## src/rtl/seg7_scan_ctrl_if.sv

```systemverilog
// Load handshake between a value producer and the 7-segment scan controller.
// The producer drives value, dots and LOAD; the controller answers with LOAD_ACK.
interface seg7_scan_ctrl_if #(
    parameter int DIGITS = 4
);
    logic [4*DIGITS-1:0] VAL_IN;
    logic [DIGITS-1:0]   DP_IN;
    logic                LOAD;
    logic                LOAD_ACK;

    modport master (
        output VAL_IN,
        output DP_IN,
        output LOAD,
        input  LOAD_ACK
    );

    modport slave (
        input  VAL_IN,
        input  DP_IN,
        input  LOAD,
        output LOAD_ACK
    );
endinterface

```

## src/rtl/seg7_scan_ctrl.sv

```systemverilog
// Multiplexed common-anode 7-segment scan controller with blank gaps,
// frame-synchronous double buffering and optional leading-zero blanking.
module seg7_scan_ctrl #(
    parameter int DIGITS    = 4,
    parameter int PRESCALE  = 50000,
    parameter int BLANK_CYC = 16
) (
    input  logic              CLK,
    input  logic              RST,
    seg7_scan_ctrl_if.slave   ld,
    input  logic              LZB,
    output logic [3:0]        NIBBLE,
    input  logic [6:0]        SEG_IN,
    output logic [7:0]        SEG,
    output logic [DIGITS-1:0] AN,
    output logic              FRAME
);
    localparam int MAXC = (PRESCALE > BLANK_CYC) ? PRESCALE : BLANK_CYC;
    localparam int CW   = (MAXC > 1) ? $clog2(MAXC) : 1;
    localparam int IW   = $clog2(DIGITS);

    localparam logic [0:0] S_BLANK = 1'b0;
    localparam logic [0:0] S_DRIVE = 1'b1;

    logic [0:0]          state;
    logic [IW-1:0]       idx;
    logic [CW-1:0]       cnt;
    logic [4*DIGITS-1:0] sh_val;
    logic [DIGITS-1:0]   sh_dp;
    logic [4*DIGITS-1:0] pend_val;
    logic [DIGITS-1:0]   pend_dp;
    logic                pend;
    logic                load_ack;

    logic [DIGITS-1:0]   blanked;
    logic                all_zero;
    logic                blank_last;
    logic                drive_last;
    logic                last_idx;
    logic                boundary;
    logic [7:0]          seg_data;

    assign NIBBLE      = 4'(sh_val >> {idx, 2'b00});
    assign ld.LOAD_ACK = load_ack;

    // Walk from the top digit down; a digit blanks only if it and all above are zero.
    always_comb begin
        blanked  = '0;
        all_zero = 1'b1;
        for (int i = DIGITS - 1; i >= 0; i--) begin
            all_zero = all_zero & (sh_val[4*i +: 4] == 4'h0);
            if (i != 0)
                blanked[i] = LZB & all_zero;
        end
    end

    assign blank_last = (cnt == CW'(BLANK_CYC - 1));
    assign drive_last = (cnt == CW'(PRESCALE - 1));
    assign last_idx   = (idx == IW'(DIGITS - 1));
    assign boundary   = (state == S_DRIVE) && drive_last && last_idx;
    assign seg_data   = {~sh_dp[idx], blanked[idx] ? 7'h7F : SEG_IN};

    always_ff @(posedge CLK) begin
        if (RST) begin
            state    <= S_BLANK;
            idx      <= '0;
            cnt      <= '0;
            sh_val   <= '0;
            sh_dp    <= '0;
            pend_val <= '0;
            pend_dp  <= '0;
            pend     <= 1'b0;
            AN       <= '1;
            SEG      <= 8'hFF;
            load_ack <= 1'b0;
            FRAME    <= 1'b0;
        end else begin
            load_ack <= 1'b0;
            FRAME    <= 1'b0;

            if (ld.LOAD) begin
                pend_val <= ld.VAL_IN;
                pend_dp  <= ld.DP_IN;
                pend     <= 1'b1;
            end

            unique case (state)
                S_BLANK: begin
                    if (blank_last) begin
                        cnt   <= '0;
                        AN    <= ~(DIGITS'(1) << idx);
                        SEG   <= seg_data;
                        state <= S_DRIVE;
                    end else begin
                        cnt <= cnt + 1'b1;
                    end
                end
                S_DRIVE: begin
                    if (drive_last) begin
                        cnt   <= '0;
                        AN    <= '1;
                        SEG   <= 8'hFF;
                        idx   <= last_idx ? '0 : idx + 1'b1;
                        state <= S_BLANK;
                    end else begin
                        cnt <= cnt + 1'b1;
                    end
                end
                default: state <= S_BLANK;
            endcase

            // A LOAD on the boundary edge bypasses the pending register.
            if (boundary) begin
                FRAME <= 1'b1;
                if (pend || ld.LOAD) begin
                    sh_val   <= ld.LOAD ? ld.VAL_IN : pend_val;
                    sh_dp    <= ld.LOAD ? ld.DP_IN  : pend_dp;
                    pend     <= 1'b0;
                    load_ack <= 1'b1;
                end
            end
        end
    end
endmodule

```

## src/flat_wrapper.sv

```systemverilog
// flat-port wrapper written by rule: the top's interface ports become plain ports
module seg7_scan_ctrl_flat 
#(
    parameter int DIGITS    = 4,
    parameter int PRESCALE  = 50000,
    parameter int BLANK_CYC = 16
)
  (CLK, RST, LZB, NIBBLE, SEG_IN, SEG, AN, FRAME, ld_VAL_IN, ld_DP_IN, ld_LOAD, ld_LOAD_ACK);
  seg7_scan_ctrl_if #(.DIGITS(DIGITS)) ld_i ();
  input  logic CLK;
  input  logic RST;
  input  logic LZB;
  output logic [3:0] NIBBLE;
  input  logic [6:0] SEG_IN;
  output logic [7:0] SEG;
  output logic [DIGITS-1:0] AN;
  output logic FRAME;
  input wire logic [$bits(ld_i.VAL_IN)-1:0] ld_VAL_IN;
  input wire logic [$bits(ld_i.DP_IN)-1:0] ld_DP_IN;
  input wire logic [$bits(ld_i.LOAD)-1:0] ld_LOAD;
  output wire logic [$bits(ld_i.LOAD_ACK)-1:0] ld_LOAD_ACK;
  assign ld_i.VAL_IN = ld_VAL_IN;
  assign ld_i.DP_IN = ld_DP_IN;
  assign ld_i.LOAD = ld_LOAD;
  assign ld_LOAD_ACK = ld_i.LOAD_ACK;
  seg7_scan_ctrl #(.DIGITS(DIGITS), .PRESCALE(PRESCALE), .BLANK_CYC(BLANK_CYC)) u_core (.CLK(CLK), .RST(RST), .ld(ld_i), .LZB(LZB), .NIBBLE(NIBBLE), .SEG_IN(SEG_IN), .SEG(SEG), .AN(AN), .FRAME(FRAME));
endmodule
```

## config.mk

```make
export PLATFORM = sky130hd
export DESIGN_NAME = seg7_scan_ctrl_flat
export DESIGN_NICKNAME = d
export VERILOG_FILES = /design/src/rtl/seg7_scan_ctrl_if.sv /design/src/rtl/seg7_scan_ctrl.sv /design/src/flat_wrapper.sv
export SDC_FILE = /design/constraint.sdc
export NUM_CORES = 1
export LEC_CHECK = 0
export CORE_MARGIN = 4
export CORE_UTILIZATION = 50
export DETAILED_ROUTE_END_ITERATION = 12
export PLACE_DENSITY_LB_ADDON = 0.1
export SYNTH_ARGS = -nofsm -noshare
export SYNTH_HDL_FRONTEND = slang
export SYNTH_SLANG_ARGS = --single-unit
```

## constraint.sdc

```tcl
create_clock -name CLK -period 2.3 [get_ports CLK]
set_clock_uncertainty 0.1 [all_clocks]
set_input_delay 0.46 -clock CLK [delete_from_list [all_inputs] [get_ports CLK]]
set_output_delay 0.46 -clock CLK [all_outputs]
set_load 0.01 [all_outputs]
```

After elaboration in Yosys (flattened, before gate mapping) --
Cells that the tools add are included. Widths: inputs -> output; s select.
Storage, ports and cells: output and inout port bits 18, bits in registers 74
Cells by class: $lt $le $gt $ge 1, add/sub/neg operators 2, equality and inequality tests 5, shift-type cells 2, muxes and demuxes 25, reductions and logical operators 10, bitwise operators 9
Operators by type and width (number):
- $mux 16 | 3
- $pmux 16 s2 | 1
- $add 16x1->16 const B | 1
- $eq 16x16->1 const B | 1
- $eq 16x4->1 const B | 1
- $mux 8 | 2
- $pmux 8 s2 | 1
- $shr 16x4->4 | 1
- $logic_not 4->1 | 3
- $mux 4 | 3
- $mux 1 | 9
- $pmux 4 s2 | 1
- $mux 7 | 1
- $reduce_and 2->1 | 3
- $and 1x1->1 | 5
- $bmux 1 s2 | 2
- $not 4->4 | 1
- $shl 1x2->4 const A | 1
- $lt 2x3->1 const B | 1
- $not 1->1 | 3
- $add 2x1->2 const B | 1
- $eq 2x2->1 const B | 1
- $logic_and 1x1->1 | 2
- $mux 2 | 1
- 5 further kinds | 5

Longest topological paths before layout --
Gate-level depths: netlist of run 1.
depth in word-level cells 9, mapped depth 8, mapped depth without buffers 6

Worst setup path after synthesis of run 1 --
No wires, ideal clock.
path type reg2out, start point reg u_core.idx[0], end point out NIBBLE[0], arrival time 1.303 ns, setup slack 0.437 ns, required time 1.740 ns, stages on the path, launching flop included 3, cell sequence dfxtp_1 > clkbuf_1 > mux4_2
Between the ends: longest elaborated chain between the ends 1
Ends and longest elaborated chain:
- from (decl) | RTL line seg7_scan_ctrl.sv:26 | logic [IW-1:0] idx;
- from (signal assigned) | RTL line seg7_scan_ctrl.sv:103 | idx <= last_idx ? '0 : idx + 1'b1;
- $shr 16x4->4 | RTL line seg7_scan_ctrl.sv:43 | assign NIBBLE = 4'(sh_val >> {idx, 2'b00});
- to (decl) | RTL line flat_wrapper.sv:13 | output logic [3:0] NIBBLE;
Every way passes these cells.

Final worst setup path of run 1 --
start point reg u_core.idx[0], end point out NIBBLE[2]
Same word-level chain as after synthesis.

==> impl_metrics.tcl, run 1 <==
set metrics [dict create \
    power_frac_clock_pct 37.7 \
    ys_seq_elements 74 \
    worst_setup_path_startpoint "u_core.idx[0]" \
    dpl-instance-area_um2 3590 \
    maxClockFrequency_ghz 0.474 \
    routed.top_layer "met4" \
    report.final.slew_viol_count 0 \
    grt_antenna_before_repair 0 \
    p_sw_uw 521 \
    finalHoldViolations 0 \
    routed-via-count 2194 \
    number_of_placement_rows 28 \
    drt-vias-per-instance 5.25 \
    synth_fp_nets 326 \
    die_area_um2 7560 \
    area_delta_synth_final_pct 20.7 \
    grt_pass1_wl_um 9540 \
    crit_path_dat_ps 1550 \
    hold_fix_buffers_at_cts 0 \
    timing.critical_path.from_type "register" \
    fp.dieW_um 87.0 \
    static-leakage-power_nw 1.41 \
    critical_path.endpoint_type "output pin" \
    final_design_area_no_fill_um2 3760 \
    detailroute.wirelength.met3_um 378 \
    clock_network_latency_to_the_later_pin_of_the_worst_skew_pair_ps 340 \
    pwr-share-seq_pct 55.9 \
    grt.overflow.total 0 \
    n_antenna_cell 0 \
    ctsHtreeMaxLevel 3 \
    post-route-worst-setup-slack_ps 190 \
    timing_worst_slew_pin_value_ps 734 \
    final_util_pct 62.8 \
    drive_above_1_share_pct 16.3 \
    place_hpwl_um 3870 \
    total_power_mw 2.35 \
    synth-edff-count 0 \
    hold_path_class "reg -> reg" \
    setup_violations 0 \
    placement.setup.worst_slack_ps 212 \
    cts_tree "built" \
    swShare_pct 22.2 \
    pwr_per_cell_area_nw_per_um2 625 \
    wirelength_um 5580 \
    synthesized_cell_area_um2 3120 \
    drt_drc_violations_left 0 \
    ys_dominant_reg_cell "dfxtp_1" \
    drt-wirelength-per-cell_um 13.4 \
    synth-async-reset-ratio_pct 0 \
    firstDrtPassIters 4 \
    result_of_the_run "complete, no violations" \
    core-area_um2 5990 \
    synth_seq_area_share_pct 47.5 \
    yosysWarningCount 0 \
    clk_pin_slew_worst_paths_ps 70 \
    hold_slack_ps 361 \
    cts.root.buffer_cell "clkbuf_8" \
    r2r_start "u_core.cnt[0]" \
    placer_congestion 0.777 \
    power.share.combinational_pct 6.4 \
    grt_util_all_layers_pct 16.2 \
    number_of_global_route_vias_before_repair 2147 \
    final_period_minus_worst_setup_slack_ps 2110 \
    max-vdd-ir-drop_uv 353 \
    hold_path.startpoint "u_core.cnt[0]" \
    maxCapViolations 0 \
    timing.slew.headroom_pct 50.7 \
    cts_inserted_buffers 9 \
    fin_nets 375 \
    critPathMaxFanout 5 \
    m1WireLength_um 2640 \
    starting_density_of_the_core_pct 52.0 \
    largest_net_degree_at_the_start_of_global_routing 47 \
    final_cells 418 \
    die_h_um 87.0 \
    grt_setup_unrepaired "false" \
    timing.final.crit_share_pct 91.7 \
    cts_buffer_depth 2 \
    buffers_added_on_ports 48 \
    internal_power_mw 1.83 \
    design.portCount 49 \
    cts.sinks 74 \
    wl_met2_um 2430 \
    place_inst 403 \
    cp_data_required_time_ps 1740 \
    ant_nets 0 \
    syn-instance-count 290 \
    setup_tns_ps 0 \
    first_iter_violations 53 \
    syn_area_per_cell_um2 10.8 \
    post_synth_num_cell_types 41 \
    criticalPathCategory "reg -> out" \
]
==> synthesized netlist by cell type (4+ instances only) <==
master,count,share of area [%]
dfxtp_1,74,48
a211oi_2,20,8.0
xor2_1,8,2.2
nor3_1,6,0.96
xnor2_1,6,1.7
clkbuf_1,4,0.48
nand2_1,10,1.2
a21oi_1,4,0.64
ha_1,5,2.0
clkbuf_8,5,2.2
nor2_1,62,7.5
inv_1,4,0.48
nand4_1,5,1.0
a2bb2oi_1,5,1.4
mux2i_1,20,6.4
mux4_2,5,3.6
or3_1,7,1.4
a22o_1,7,2.0
buf_6,4,1.4
==> cell type report <==
| cell class | count | area, um2 |
|---|---|---|
| Multi-Input combinational cell | 196 | 1470 |
| Tap cell | 75 | 93.8 |
| Inverter | 4 | 15.0 |
| Clock buffer | 13 | 159 |
| Sequential cell | 74 | 1490 |
| Timing Repair Buffer | 54 | 532 |
| Fill cell | 521 | 2230 |
| Clock inverter | 2 | 12.5 |
==> state kept, by name, summed over array words and instances (netlist names) <==
name                count
u_core.cnt             16
u_core.pend_val        16
u_core.sh_val          16
u_core.SEG              8
u_core.AN               4
u_core.pend_dp          4
u_core.sh_dp            4
u_core.idx              2
u_core.FRAME            1
u_core.ld.LOAD_ACK      1
u_core.pend             1
u_core.state            1
==> worst paths after layout <==
path	end	slack [ps]	cells after the start
worst max-delay path	NIBBLE[2]	190	2
worst min-delay path	u_core.cnt[0]	360	1
worst max register to register	u_core.cnt[14]	250	7
worst min register to register	u_core.cnt[0]	360	1
==> placed cells by master, fill, tap and decap left out, drive strengths merged, types with 5 or more instances in the layout <==
cell,n
or3,7
a2bb2oi,5
a22o,7
nand3,5
nand2,10
clkdlybuf4s50,43
xor2,8
mux2i,20
dfxtp,74
nor3,6
xnor2,6
a211oi,21
nor2,62
mux4,5
nand4,5
ha,5
clkbuf,13
buf,7
==> worst max-delay path: stages, from the launching register on <==
cell	delay [ps]
dfxtp_4	390
mux4_2	520
dlygate4sd2_1	300
==> cells by family (layout without fill, tap and decap cells) <==
| family | after synthesis | after routing | share of synthesized area [%] |
|---|---|---|---|
| flip-flops | 74 | 74 | 47.5 |
| AND/OR/NAND/NOR | 110 | 110 | 17.8 |
| AO/OA/AOI/OAI | 42 | 42 | 13.2 |
| adder cells (fa/ha/maj) | 5 | 5 | 2.01 |
| XOR/XNOR | 14 | 14 | 3.93 |
| buffers and inverters | 20 | 73 | 5.50 |
| multiplexers | 25 | 25 | 10.0 |
==> power groups by stage <==
stage	Combinational (mW)	Clock (mW)	Sequential, mW
3_3_place_gp	0.152	0	1.34
5_1_grt	0.165	0.980	1.32
6_report	0.151	0.886	1.31
3_5_place_dp	0.154	0	1.35
2_1_floorplan	0.0958	0	1.34
4_1_cts	0.154	0.917	1.31
==> repair_timing <==
item	CTS	global route
endpoints found under the setup margin	4	1
resized for setup	6	1
buffers inserted	0	0
==> per-layer routing <==
| metal | up-vias | global-route usage (%) |
|---|---|---|
| met1 | 1007 | 19.8 |
| met2 | 51 | 24.7 |
| met4 | 0 | 9.77 |
| met3 | 12 | 5.01 |
| met5 | - | 0 |
| li1 | 1124 | - |
No activity file was read; power rests on OpenSTA's default activity.
==> run 2, diff against run 1 <==
--- a/config.mk
+++ b/config.mk
@@ -5,6 +5,7 @@
 export SDC_FILE = /design/constraint.sdc
 export NUM_CORES = 1
 export LEC_CHECK = 0
+export CORE_ASPECT_RATIO = 0.75
 export CORE_MARGIN = 4
 export CORE_UTILIZATION = 50
 export DETAILED_ROUTE_END_ITERATION = 12
==> constraint.sdc (replaced) <==
create_clock -name CLK -period 2 [get_ports CLK]
set_clock_uncertainty 0.1 [all_clocks]
set_input_delay 0.4 -clock CLK [delete_from_list [all_inputs] [get_ports CLK]]
set_output_delay 0.4 -clock CLK [all_outputs]
set_load 0.01 [all_outputs]
==> run 2 against run 1 <==
  * Power is 31% higher
  * Global-route usage is 1.4 points higher
  * Clock-buffer cell count is 4 lower
  * First-iteration DRC count is 100% higher
  * Via count is 5.7% higher
  * Non-clock buffer count is 26 higher
  * Core utilization is 5.5 points higher
  * Die area is 0.17% higher
  * Final area is 7.4% higher
  * Worst hold slack better by 21 ps
  * Sequential power is 15% higher
  * Final cell count is 7.2% higher
==> impl_metrics.tcl, run 2 (synthesized netlist as in run 1, its figures left out) <==
set metrics [dict create \
    final_design_area_no_fill_um2 4040 \
    timing_worst_slew_pin_value_ps 576 \
    result_of_the_run "complete, no violations" \
    maxCapViolations 0 \
    first_iter_violations 108 \
    clock_network_latency_to_the_later_pin_of_the_worst_skew_pair_ps 350 \
    grt_pass1_wl_um 10600 \
    r2r_setup_slack_ps 100 \
    critPathMaxFanout 6 \
    area_delta_synth_final_pct 29.7 \
    report.final.slew_viol_count 0 \
    cp.buffers_inverters 1 \
    hold_path_class "reg -> reg" \
    place_inst 420 \
    finalHoldViolations 0 \
    routed-via-count 2318 \
    path_cells "mux4_2 > buf_2" \
    design.portCount 49 \
    final_period_minus_worst_setup_slack_ps 1910 \
    number_of_placement_rows 24 \
    critical_path.top_delay_family "multiplexers" \
    max-vdd-ir-drop_uv 540 \
    final_cells 448 \
    grt_antenna_before_repair 0 \
    n_antenna_cell 0 \
    timing.slew.headroom_pct 61.6 \
    final_util_pct 68.3 \
    crit_path_dat_ps 1410 \
    ctsHtreeMaxLevel 3 \
    wirelength_um 6370 \
    cts.root.buffer_cell "clkbuf_8" \
    timing.critical_path.from_type "register" \
    grt_util_all_layers_pct 17.6 \
    timing.final.crit_share_pct 95.7 \
    clk_pin_slew_worst_paths_ps 80 \
    placer_congestion 0.744 \
    fin_nets 401 \
    place_hpwl_um 4380 \
    mostFrequentLayoutCell "dfxtp_1" \
    largest_net_degree_at_the_start_of_global_routing 47 \
    drt-wirelength-per-cell_um 14.2 \
    ant_nets 0 \
    r2r_start "u_core.cnt[14]" \
    criticalPathCategory "reg -> out" \
    rr_worst_depth 7 \
    placement.setup.worst_slack_ps -99.2 \
    setup_tns_ps 0 \
    hold_fix_buffers_at_cts 0 \
    drt-vias-per-instance 5.17 \
    buffers_added_on_ports 48 \
    critical_path.endpoint_type "output pin" \
    pwr_per_cell_area_nw_per_um2 765 \
    maxClockFrequency_ghz 0.523 \
    worst_setup_path_startpoint "u_core.idx[0]" \
    setup_violations 0 \
    hold_slack_ps 382 \
    cts_buffer_depth 2 \
    crit_path_max_incr_delay_ps 510 \
    core-area_um2 5920 \
    worst-path-stages 2 \
    fp.dieW_um 99.2 \
    post-route-worst-setup-slack_ps 86.4 \
    reg.largest.list "u_core.cnt (16), u_core.pend_val (16), u_core.sh_val (16)" \
    starting_density_of_the_core_pct 52.7 \
    static-leakage-power_nw 1.57 \
    grt.overflow.total 0 \
    firstDrtPassIters 4 \
    die_area_um2 7580 \
    reg2reg_to "u_core.sh_val[11]" \
    cts.sinks 74 \
    layout.cells.most_common_list "71 x dfxtp_1, 62 x nor2_1, 43 x clkdlybuf4s50_1" \
    number_of_global_route_vias_before_repair 2201 \
    critPathCapture "NIBBLE[3]" \
    dpl-instance-area_um2 3700 \
    total_power_mw 3.09 \
    cp_data_required_time_ps 1500 \
    cts_tree "built" \
    drive_above_1_share_pct 25.1 \
    die_h_um 76.4 \
    crit_slowest_cell "mux4_2" \
    cts_inserted_buffers 9 \
    drt_drc_violations_left 0 \
]
==> run 2: cell count changes in the layout (fill, tap and decap cells not counted), moves of 3 or more <==
cell	change
buf_4	+22
buf_2	+4
buf_6	+3
bufinv_16	+3
dlygate4sd2_1	-3
==> run 2: per-layer routing <==
metal / vias to the layer above / GRT usage [%] / share of wire, %
met5: - / 0 / 0
met4: 0 / 5.73 / 1.4
met3: 9 / 6.77 / 5.7
met2: 47 / 24.7 / 41
met1: 1084 / 24.7 / 52
li1: 1178 / - / -
==> run 2: timing repair <==
item,CTS,global route
setup endpoints to repair,22,21
buffers inserted,1,10
cloned,0,1
gates resized for setup,21,7
pin swaps,0,1
==> run 2: area by class of cell <==
class	count	area [um2]
clock inverter	7	118
tap	78	97.6
timing repair buffer	80	719
clock buffer	9	124
inverter	4	15.0
fill	468	1870
sequential	74	1490
multi-input combinational	196	1480
==> run 2: report_power, final <==
group	internal, mW	leakage, nW	total [mW]	switching, mW
combinational	0.101	0.840	0.187	0.0865
clock	0.828	0.123	1.39	0.565
sequential	1.50	0.603	1.51	0.0103
==> run 2: worst register-to-register path: stages, from the launching register on <==
cell and delay, ps:
dfxtp_1 400, and4_2 260, nand3_2 160, nor4b_4 300, buf_4 180, buf_6 150, nor2_1 70, a211oi_2 200
==> run 2: worst min path at each step <==
stage / from / endpoint / cells past startpoint
6_report: u_core.SEG[3] / u_core.SEG[3] / 1
5_1_grt: u_core.SEG[3] / u_core.SEG[3] / 1
4_1_cts: u_core.SEG[2] / u_core.SEG[2] / 1
3_5_place_dp: u_core.SEG[4] / u_core.SEG[4] / 1
3_3_place_gp: u_core.SEG[1] / u_core.SEG[1] / 1
2_1_floorplan: u_core.cnt[0] / u_core.cnt[0] / 1
